File: src/rtl/spi_seq_pkg.sv
// Shared definitions for the SPI command sequencer: ROM entry layout, op codes
// and FSM state encoding.
package spi_seq_pkg;

    localparam int ENTRY_W = 10;

    typedef enum logic [1:0] {
        OP_CMD  = 2'b00,
        OP_DATA = 2'b01,
        OP_DLY  = 2'b10,
        OP_END  = 2'b11
    } op_e;

    typedef enum logic [2:0] {
        IDLE   = 3'd0,
        FETCH  = 3'd1,
        SEND   = 3'd2,
        WAIT_V = 3'd3,
        GAP    = 3'd4,
        DELAY  = 3'd5,
        FINISH = 3'd6
    } state_e;

    typedef struct packed {
        op_e        op;
        logic [7:0] arg;
    } entry_t;

endpackage

File: src/rtl/spi_seq_rom.sv
// Synchronous-read sequence ROM, one cycle of read latency. Contents come from
// a packed image parameter with entry 0 in the least significant bits.
module spi_seq_rom
    import spi_seq_pkg::*;
#(
    parameter int DEPTH = 64,
    parameter int AW    = 6,
    parameter logic [DEPTH*ENTRY_W-1:0] INIT = {DEPTH{10'h300}}
) (
    input  logic          clk,
    input  logic [AW-1:0] addr,
    output entry_t        q
);

    always_ff @(posedge clk) begin
        q <= entry_t'(INIT[32'(addr) * ENTRY_W +: ENTRY_W]);
    end

endmodule

File: src/rtl/spi_cmd_seq.sv
// Walks a ROM of command/data/delay/end entries and feeds bytes to a
// downstream SPI block one at a time, with a timeout on each byte handshake.
module spi_cmd_seq
    import spi_seq_pkg::*;
#(
    parameter int ROM_DEPTH  = 64,
    parameter int CLK_PER_MS = 100000,
    parameter int TIMEOUT    = 4096,
    parameter logic [ROM_DEPTH*ENTRY_W-1:0] ROM_INIT = {ROM_DEPTH{10'h300}}
) (
    input  logic       clk,
    input  logic       reset,
    input  logic       start,
    input  logic       spi_valid,
    output logic       spi_onoff,
    output logic [7:0] spi_data,
    output logic       dc,
    output logic       busy,
    output logic       done,
    output logic       error
);

    localparam int AW      = (ROM_DEPTH > 1) ? $clog2(ROM_DEPTH) : 1;
    localparam int DLY_MAX = 255 * CLK_PER_MS;
    localparam int CNT_MAX = (DLY_MAX > TIMEOUT) ? DLY_MAX : TIMEOUT;
    localparam int CNT_W   = $clog2(CNT_MAX + 1);
    localparam logic [AW-1:0] LAST = AW'(ROM_DEPTH - 1);

    state_e            state_q, state_d;
    logic [AW-1:0]     addr_q, addr_d;
    logic [CNT_W-1:0]  cnt_q, cnt_d;
    logic              onoff_q, onoff_d;
    logic [7:0]        data_q, data_d;
    logic              dc_q, dc_d;
    logic              busy_q, busy_d;
    logic              done_q, done_d;
    logic              error_q, error_d;
    entry_t            rom_q;

    // The ROM is addressed with the next address so the entry is ready in FETCH.
    spi_seq_rom #(
        .DEPTH (ROM_DEPTH),
        .AW    (AW),
        .INIT  (ROM_INIT)
    ) u_rom (
        .clk  (clk),
        .addr (addr_d),
        .q    (rom_q)
    );

    always_ff @(posedge clk or posedge reset) begin
        if (reset) begin
            state_q <= IDLE;
            addr_q  <= '0;
            cnt_q   <= '0;
            onoff_q <= 1'b0;
            data_q  <= '0;
            dc_q    <= 1'b0;
            busy_q  <= 1'b0;
            done_q  <= 1'b0;
            error_q <= 1'b0;
        end else begin
            state_q <= state_d;
            addr_q  <= addr_d;
            cnt_q   <= cnt_d;
            onoff_q <= onoff_d;
            data_q  <= data_d;
            dc_q    <= dc_d;
            busy_q  <= busy_d;
            done_q  <= done_d;
            error_q <= error_d;
        end
    end

    always_comb begin
        state_d = state_q;
        addr_d  = addr_q;
        cnt_d   = cnt_q;
        onoff_d = onoff_q;
        data_d  = data_q;
        dc_d    = dc_q;
        busy_d  = busy_q;
        done_d  = 1'b0;
        error_d = error_q;
        case (state_q)
            IDLE: begin
                if (start) begin
                    state_d = FETCH;
                    addr_d  = '0;
                    error_d = 1'b0;
                    busy_d  = 1'b1;
                end
            end
            FETCH: begin
                case (rom_q.op)
                    OP_CMD, OP_DATA: begin
                        data_d  = rom_q.arg;
                        dc_d    = (rom_q.op == OP_DATA);
                        onoff_d = 1'b1;
                        cnt_d   = '0;
                        state_d = SEND;
                    end
                    OP_DLY: begin
                        cnt_d   = CNT_W'(32'(rom_q.arg) * CLK_PER_MS);
                        state_d = DELAY;
                    end
                    default: begin
                        done_d  = 1'b1;
                        busy_d  = 1'b0;
                        state_d = FINISH;
                    end
                endcase
            end
            SEND: state_d = WAIT_V;
            WAIT_V: begin
                // cnt_q counts WAIT_V cycles already spent without a handshake.
                if (spi_valid) begin
                    onoff_d = 1'b0;
                    state_d = GAP;
                end else if (cnt_q == CNT_W'(TIMEOUT - 1)) begin
                    onoff_d = 1'b0;
                    busy_d  = 1'b0;
                    error_d = 1'b1;
                    state_d = IDLE;
                end else begin
                    cnt_d = cnt_q + CNT_W'(1);
                end
            end
            GAP: begin
                if (addr_q == LAST) begin
                    done_d  = 1'b1;
                    busy_d  = 1'b0;
                    state_d = FINISH;
                end else begin
                    addr_d  = addr_q + AW'(1);
                    state_d = FETCH;
                end
            end
            DELAY: begin
                // A zero-length delay still spends one cycle here.
                if (cnt_q <= CNT_W'(1)) begin
                    state_d = GAP;
                end else begin
                    cnt_d = cnt_q - CNT_W'(1);
                end
            end
            FINISH:  state_d = IDLE;
            default: state_d = IDLE;
        endcase
    end

    assign spi_onoff = onoff_q;
    assign spi_data  = data_q;
    assign dc        = dc_q;
    assign busy      = busy_q;
    assign done      = done_q;
    assign error     = error_q;

endmodule
File: config.mk
export PLATFORM = sky130hd
export DESIGN_NAME = spi_cmd_seq
export DESIGN_NICKNAME = d
export VERILOG_FILES = /design/src/rtl/spi_seq_pkg.sv /design/src/rtl/spi_seq_rom.sv /design/src/rtl/spi_cmd_seq.sv
export SDC_FILE = /design/constraint.sdc
export NUM_CORES = 1
export LEC_CHECK = 0
export BUFFER_PORTS_ARGS = -buffer_cell sky130_fd_sc_hd__buf_2
export CORE_MARGIN = 3
export CORE_UTILIZATION = 45
export CTS_CLUSTER_DIAMETER = 30
export DETAILED_ROUTE_END_ITERATION = 12
export PLACE_DENSITY = 0.63
export SETUP_SLACK_MARGIN = 0.1
export SLEW_MARGIN = 30
export SYNTH_ARGS = -nofsm -noshare
export SYNTH_HDL_FRONTEND = slang
export SYNTH_SLANG_ARGS = --single-unit
File: constraint.sdc
create_clock -name clk -period 2.5 [get_ports clk]
set_input_delay 0.375 -clock clk [delete_from_list [all_inputs] [get_ports clk]]
set_output_delay 0.375 -clock clk [all_outputs]
set_load 0.005 [all_outputs]
## Word-level counts from Yosys, hierarchy flattened

Cells that the tools add are included.

| cells by class | value |
|---|---|
| $add $sub $neg | 3 |
| multiply operators | 2 |
| $lt $le $gt $ge | 1 |
| equality and inequality tests | 20 |
| shifts and indexed selects | 1 |
| multiplexer cells | 31 |
| reduce and logical (&&, ||, !) cells | 14 |

Operator list:

| operator | number |
|---|---|
| $shiftx A640 B11 Y10 const A | 1 |
| $mux W25 | 3 |
| $pmux W25 S3 | 1 |
| $pmux W25 S2 | 1 |
| $add A25 B1 Y25 const B | 1 |
| $eq A25 B12 Y1 const B | 1 |
| $le A25 B1 Y1 const B | 1 |
| $sub A25 B1 Y25 const B | 1 |
| $mul A8 B12 Y20 const B | 1 |
| $ne A2 B2 Y1 const B | 9 |
| $pmux W3 S6 | 1 |
| $mux W3 | 5 |
| $mux W1 | 12 |
| $mux W6 | 2 |
| $pmux W6 S2 | 1 |
| $mul A6 B3 Y9 const B | 1 |
| $add A6 B1 Y6 const B | 1 |
| $eq A3 B2 Y1 const B | 2 |
| $eq A3 B3 Y1 const B | 2 |
| $eq A6 B6 Y1 const B | 1 |
| $ne A3 B3 Y1 const B | 2 |
| $pmux W1 S2 | 3 |
| $pmux W3 S2 | 1 |
| $reduce_and A3 Y1 | 2 |
| 15 further kinds | 16 |

| storage, ports and cells | value |
|---|---|
| register bits | 57 |
| bits of input ports | 4 |
| output and inout port bits | 13 |
| logic and storage cells | 83 |

## Logic depth before layout (Yosys ltp)

| depth | value |
|---|---|
| depth after elaboration | 5 |
| depth in mapped cells | 9 |
| depth with buffers taken out | 7 |

## Cells and area by module

From an unflattened synthesis, not the netlist that was laid out.

| second synthesis, totals | value |
|---|---|
| cell total of the unflattened synthesis | 570 |
| area total of the unflattened synthesis | 4794.6 um^2 |

Modules (own cells, without submodules):

| module | instances | cells each | area each (um^2) | sequential area each (um^2) |
|---|---|---|---|---|
| spi_cmd_seq | 1 | 558 | 4712.0 | 1176.1 |
| spi_seq_rom | 1 | 12 | 82.6 | 0.0 |

## Worst setup path before layout

Ideal clock, no wire load.

| timing | value |
|---|---|
| path kind | reg-to-reg |
| from | reg cnt_q[15] |
| to | reg cnt_q[3] |
| library setup time | 0.131 ns |
| arrival | 2.256 ns |
| data required time | 2.369 ns |
| slack | 0.112 ns |
| cell stages (with the launch flop) | 10 |
| buffers on the path | 3 |
| clock period less this slack | 2.388 ns |
| path through | dfrtp_1 -> buf_6 -> or4_4 -> or2_0 -> buf_2 -> o41a_1 -> a22oi_2 -> buf_6 -> nor2_1 -> xor2_1 |

| between the ends | value |
|---|---|
| longest elaborated chain between the ends | 3 |
| elaborated cells between the ends (all ways) | 5 |
| those cells by class | order compare (1); eq/ne (3); reduce/logical (1) |

RTL lines:

| item | line | source |
|---|---|---|
| from (decl) | spi_cmd_seq.sv:31 | `logic [CNT_W-1:0] cnt_q, cnt_d;` |
| from (signal assigned) | spi_cmd_seq.sv:65 | `cnt_q <= cnt_d;` |
| $le A25 B1 Y1 / $eq A25 B12 Y1 (equally long branches) | spi_cmd_seq.sv:141, spi_cmd_seq.sv:120 |  |
| $ne A2 B2 Y1 (no source line) | n/a |  |
| $reduce_and A5 Y1 (no source line) * | n/a |  |

Every way passes the cells marked *; elsewhere a longest branch is shown, timed or not.
A chain may end at the register's enable or synchronous reset.

## Worst setup path in the final report

| timing | value |
|---|---|
| from | reg cnt_q[12] |
| to | reg cnt_q[7] |

Same word-level chain as after synthesis.

==> impl_metrics.ini <==
[die]
num_rows = 27
core_mm2 = 0.00568
chipWidth_um = 83.7
io_pins = 17
start_util_pct = 47.9
die_h_um = 83.7
die_area_mm2 = 0.00701

[worst_setup_path]
path_class = reg -> reg
crit_end = cnt_q[7]$_DFFE_PP0P_
reg2reg_slack_ns = 0.11
required_ns = 2.68
timing.rr.start = cnt_q[12]$_DFFE_PP0P_
arrival_ns = 2.57
end_kind = flip-flop
crit_start = cnt_q[12]$_DFFE_PP0P_
critPathMaxFanout = 5
critPathLaunchType = flip-flop
r2r-end = cnt_q[7]$_DFFE_PP0P_
reg2regPathDepth = 7

[routing]
dr_wl_met3_um = 498
wl_per_cell_um = 17.6
wl_met2_mm = 3.55
drt_iter0_drc = 221
num_vias = 2590
top_layer = met4
drtAntennaViolNets = 0
drt-total-wl_mm = 7.38
drc = 0
via_per_inst = 6.18
dr.pass1.iters = 5
wl_met1_mm = 3.20

[global_routing]
grt_pass1_wl_mm = 12.1
grt_overflow = 0
grt_usage_pct = 21.6
grt_start_max_net_pins = 24
grt_pass1_vias = 2400
antenna_found_initial = 0

[placed_design]
port-buffer-count = 7
place_inst = 409
postPlaceCellArea_mm2 = 0.00294
gp_congestion = 0.885
dp_hpwl_mm = 5.48

[sta]
worst_pin_slew_ns = 0.493
fin_crit_sh_pct = 95.6
hold_violations = 0
drv_slew = 0
skew_ns = 0.00501
maxSlewHeadroom_pct = 66.9
finalSetupTns_ns = 0
grt_setup_unrepaired = true
min_period_ns = 2.39
setup-violations-final = 0
max_freq_mhz = 418

[clock_network]
clk_latency_ns = 0.30
clk_pin_slew_worst_paths_ns = 0.08
cts.htree.levels = 2
cts.sinks = 38
cts_inserted_buffers = 5
clock_path_buffers = 2
root_buffer = clkbuf_8
cts_tree = yes

[layout]
n_antenna_cell = 0
area_growth_pct = 13.7
final_cells = 419
finalNetCount = 354
fillers = 547
fin_area_mm2 = 0.00309
multi_input_area_mm2 = 0.00162
ff_latch_area_um2 = 953
drive_gt1_share_pct = 22.2

[power]
peakVddDrop_v = 0.000442
pwr-share-comb_pct = 51.1
p_sw_share_pct = 44.4
p_leak_nw = 1.33
power_density_mw_per_mm2 = 990
p_seq_share_pct = 34.2
p_int_mw = 1.70
power.net_switching_mw = 1.36
p_clk_share_pct = 14.7

[synthesis]
synth-edff-count = 0
syn_avg_cell_area_um2 = 8.47
yosysWarningCount = 0
synth_top_cell_area_share_pct = 35.0
seq_area_frac_synth_pct = 35.0
synthCells = 321
ys_types = 68
synth_most_common_cell = dfrtp_1
netlist_area_mm2 = 0.00272
yosysTopAreaCell = dfrtp_1
synth_top_cells_by_count = dfrtp_1 (38), nand2_1 (28), nor2_1 (27)
synth_ff_type = dfrtp_1
synth.area.top_cells = dfrtp_1 (35%), nand2_1 (3.9%), nor2_1 (3.7%), xnor2_1 (3.5%), a21oi_1 (3.1%)
synthArstFlopShare_pct = 100
ys_ff_latch = 38

[min_path]
min_path_type = in -> async

[flow_run]
max-cap-violations = 0

[run_status]
status = completed
[power by group through the flow]
stage / registers, mW / logic [mW] / clock network (mW)
2_1_floorplan: 0.925 / 1.13 / 0
3_3_place_gp: 1.04 / 1.44 / 0
3_5_place_dp: 1.05 / 1.47 / 0
4_1_cts: 1.04 / 1.50 / 0.456
5_1_grt: 1.08 / 1.72 / 0.494
6_report: 1.05 / 1.56 / 0.450
[per-layer routing]
layer	vias up	global-route usage (%)
met5	-	0
li1	1215	-
met3	14	4.64
met2	99	34.6
met1	1262	29.0
met4	0	6.73
[kinds of logic after synthesis]
group	synth area share [%]
mux	0.782
compound gates	21.9
other cells	0.138
simple gates	26.0
xor+xnor	6.44
flops	35.0
fa+ha+maj	1.84
buf+inv	7.91
[registers in the layout, indices dropped and copies added (netlist names)]
name and cells:
cnt_q 25, addr_q 6, state_q 3, busy 1, done 1, error 1
spi_onoff 1
[cell type report]
| class | instances | area share, % |
|---|---|---|
| Clock buffer | 7 | 2.79 |
| Inverter | 6 | 0.729 |
| Multi-Input combinational cell | 252 | 52.4 |
| Tap cell | 72 | 2.91 |
| Sequential cell | 38 | 30.9 |
| Clock inverter | 1 | 0.162 |
| Timing Repair Buffer | 43 | 10.1 |
[cells in the final DEF, fill, tap and decap left out, types with 3 or more instances in the layout]
cell type,synthesis,routed
o31ai_1,3,3
inv_1,6,6
xnor2_1,11,11
o211ai_1,4,4
buf_4,9,34
nor2_1,27,27
a22o_1,4,4
buf_2,3,7
conb_1,1,9
a21oi_1,17,15
and3_1,9,9
clkbuf_8,0,6
dfrtp_1,38,36
o21ai_0,15,13
nand3_1,15,13
xor2_1,9,9
a31oi_1,6,6
nor3_2,2,3
a211oi_1,3,3
nand4_1,9,9
a22oi_1,3,3
nor4_1,8,8
nand2_1,28,28
ha_1,4,4
nor3_1,12,11
[repair_timing]
| action | CTS | global route |
|---|---|---|
| buffers inserted | 1 | 1 |
| gates cloned | 0 | 0 |
| hold endpoints to repair | 0 | 0 |
| endpoints found under the setup margin | 16 | 23 |
| hold buffers | 0 | 0 |
| pin swaps | 3 | 3 |
| resized for setup | 3 | 12 |
[how the worst min path moves through the flow]
| stage | start | endpoint | slack, ns |
|---|---|---|---|
| 2_1_floorplan | cnt_q[24]$_DFFE_PP0P_ | cnt_q[24]$_DFFE_PP0P_ | 0.45 |
| 3_3_place_gp | reset | addr_q[2]$_DFFE_PP0P_ | 0.41 |
| 3_5_place_dp | reset | addr_q[1]$_DFFE_PP0P_ | 0.41 |
| 4_1_cts | reset | addr_q[2]$_DFFE_PP0P_ | 0.10 |
| 5_1_grt | reset | addr_q[1]$_DFFE_PP0P_ | 0.10 |
| 6_report | reset | addr_q[1]$_DFFE_PP0P_ | 0.09 |
[metrics by stage]
step	total power [mW]	setup WS (ns)	hold WS, ns	util, %
floorplan	2.06	0.112	0.446	-
global placement	2.49	0.0710	0.405	51.7
detailed placement	2.52	0.0188	0.414	51.7
CTS	3.00	0.106	0.100	53.5
global route	3.30	0.0122	0.103	54.5
finish	3.06	0.109	0.0873	54.5
[critical path, cell delays in order (launching register included)]
cell and delay [ns]:
dfrtp_1 0.39, or4_4 0.57, or2_4 0.30, a211o_2 0.32
a22oi_2 0.32, buf_4 0.19, nor3_2 0.05, xor2_1 0.14
Note: power is estimated with default switching activity, not from simulation.
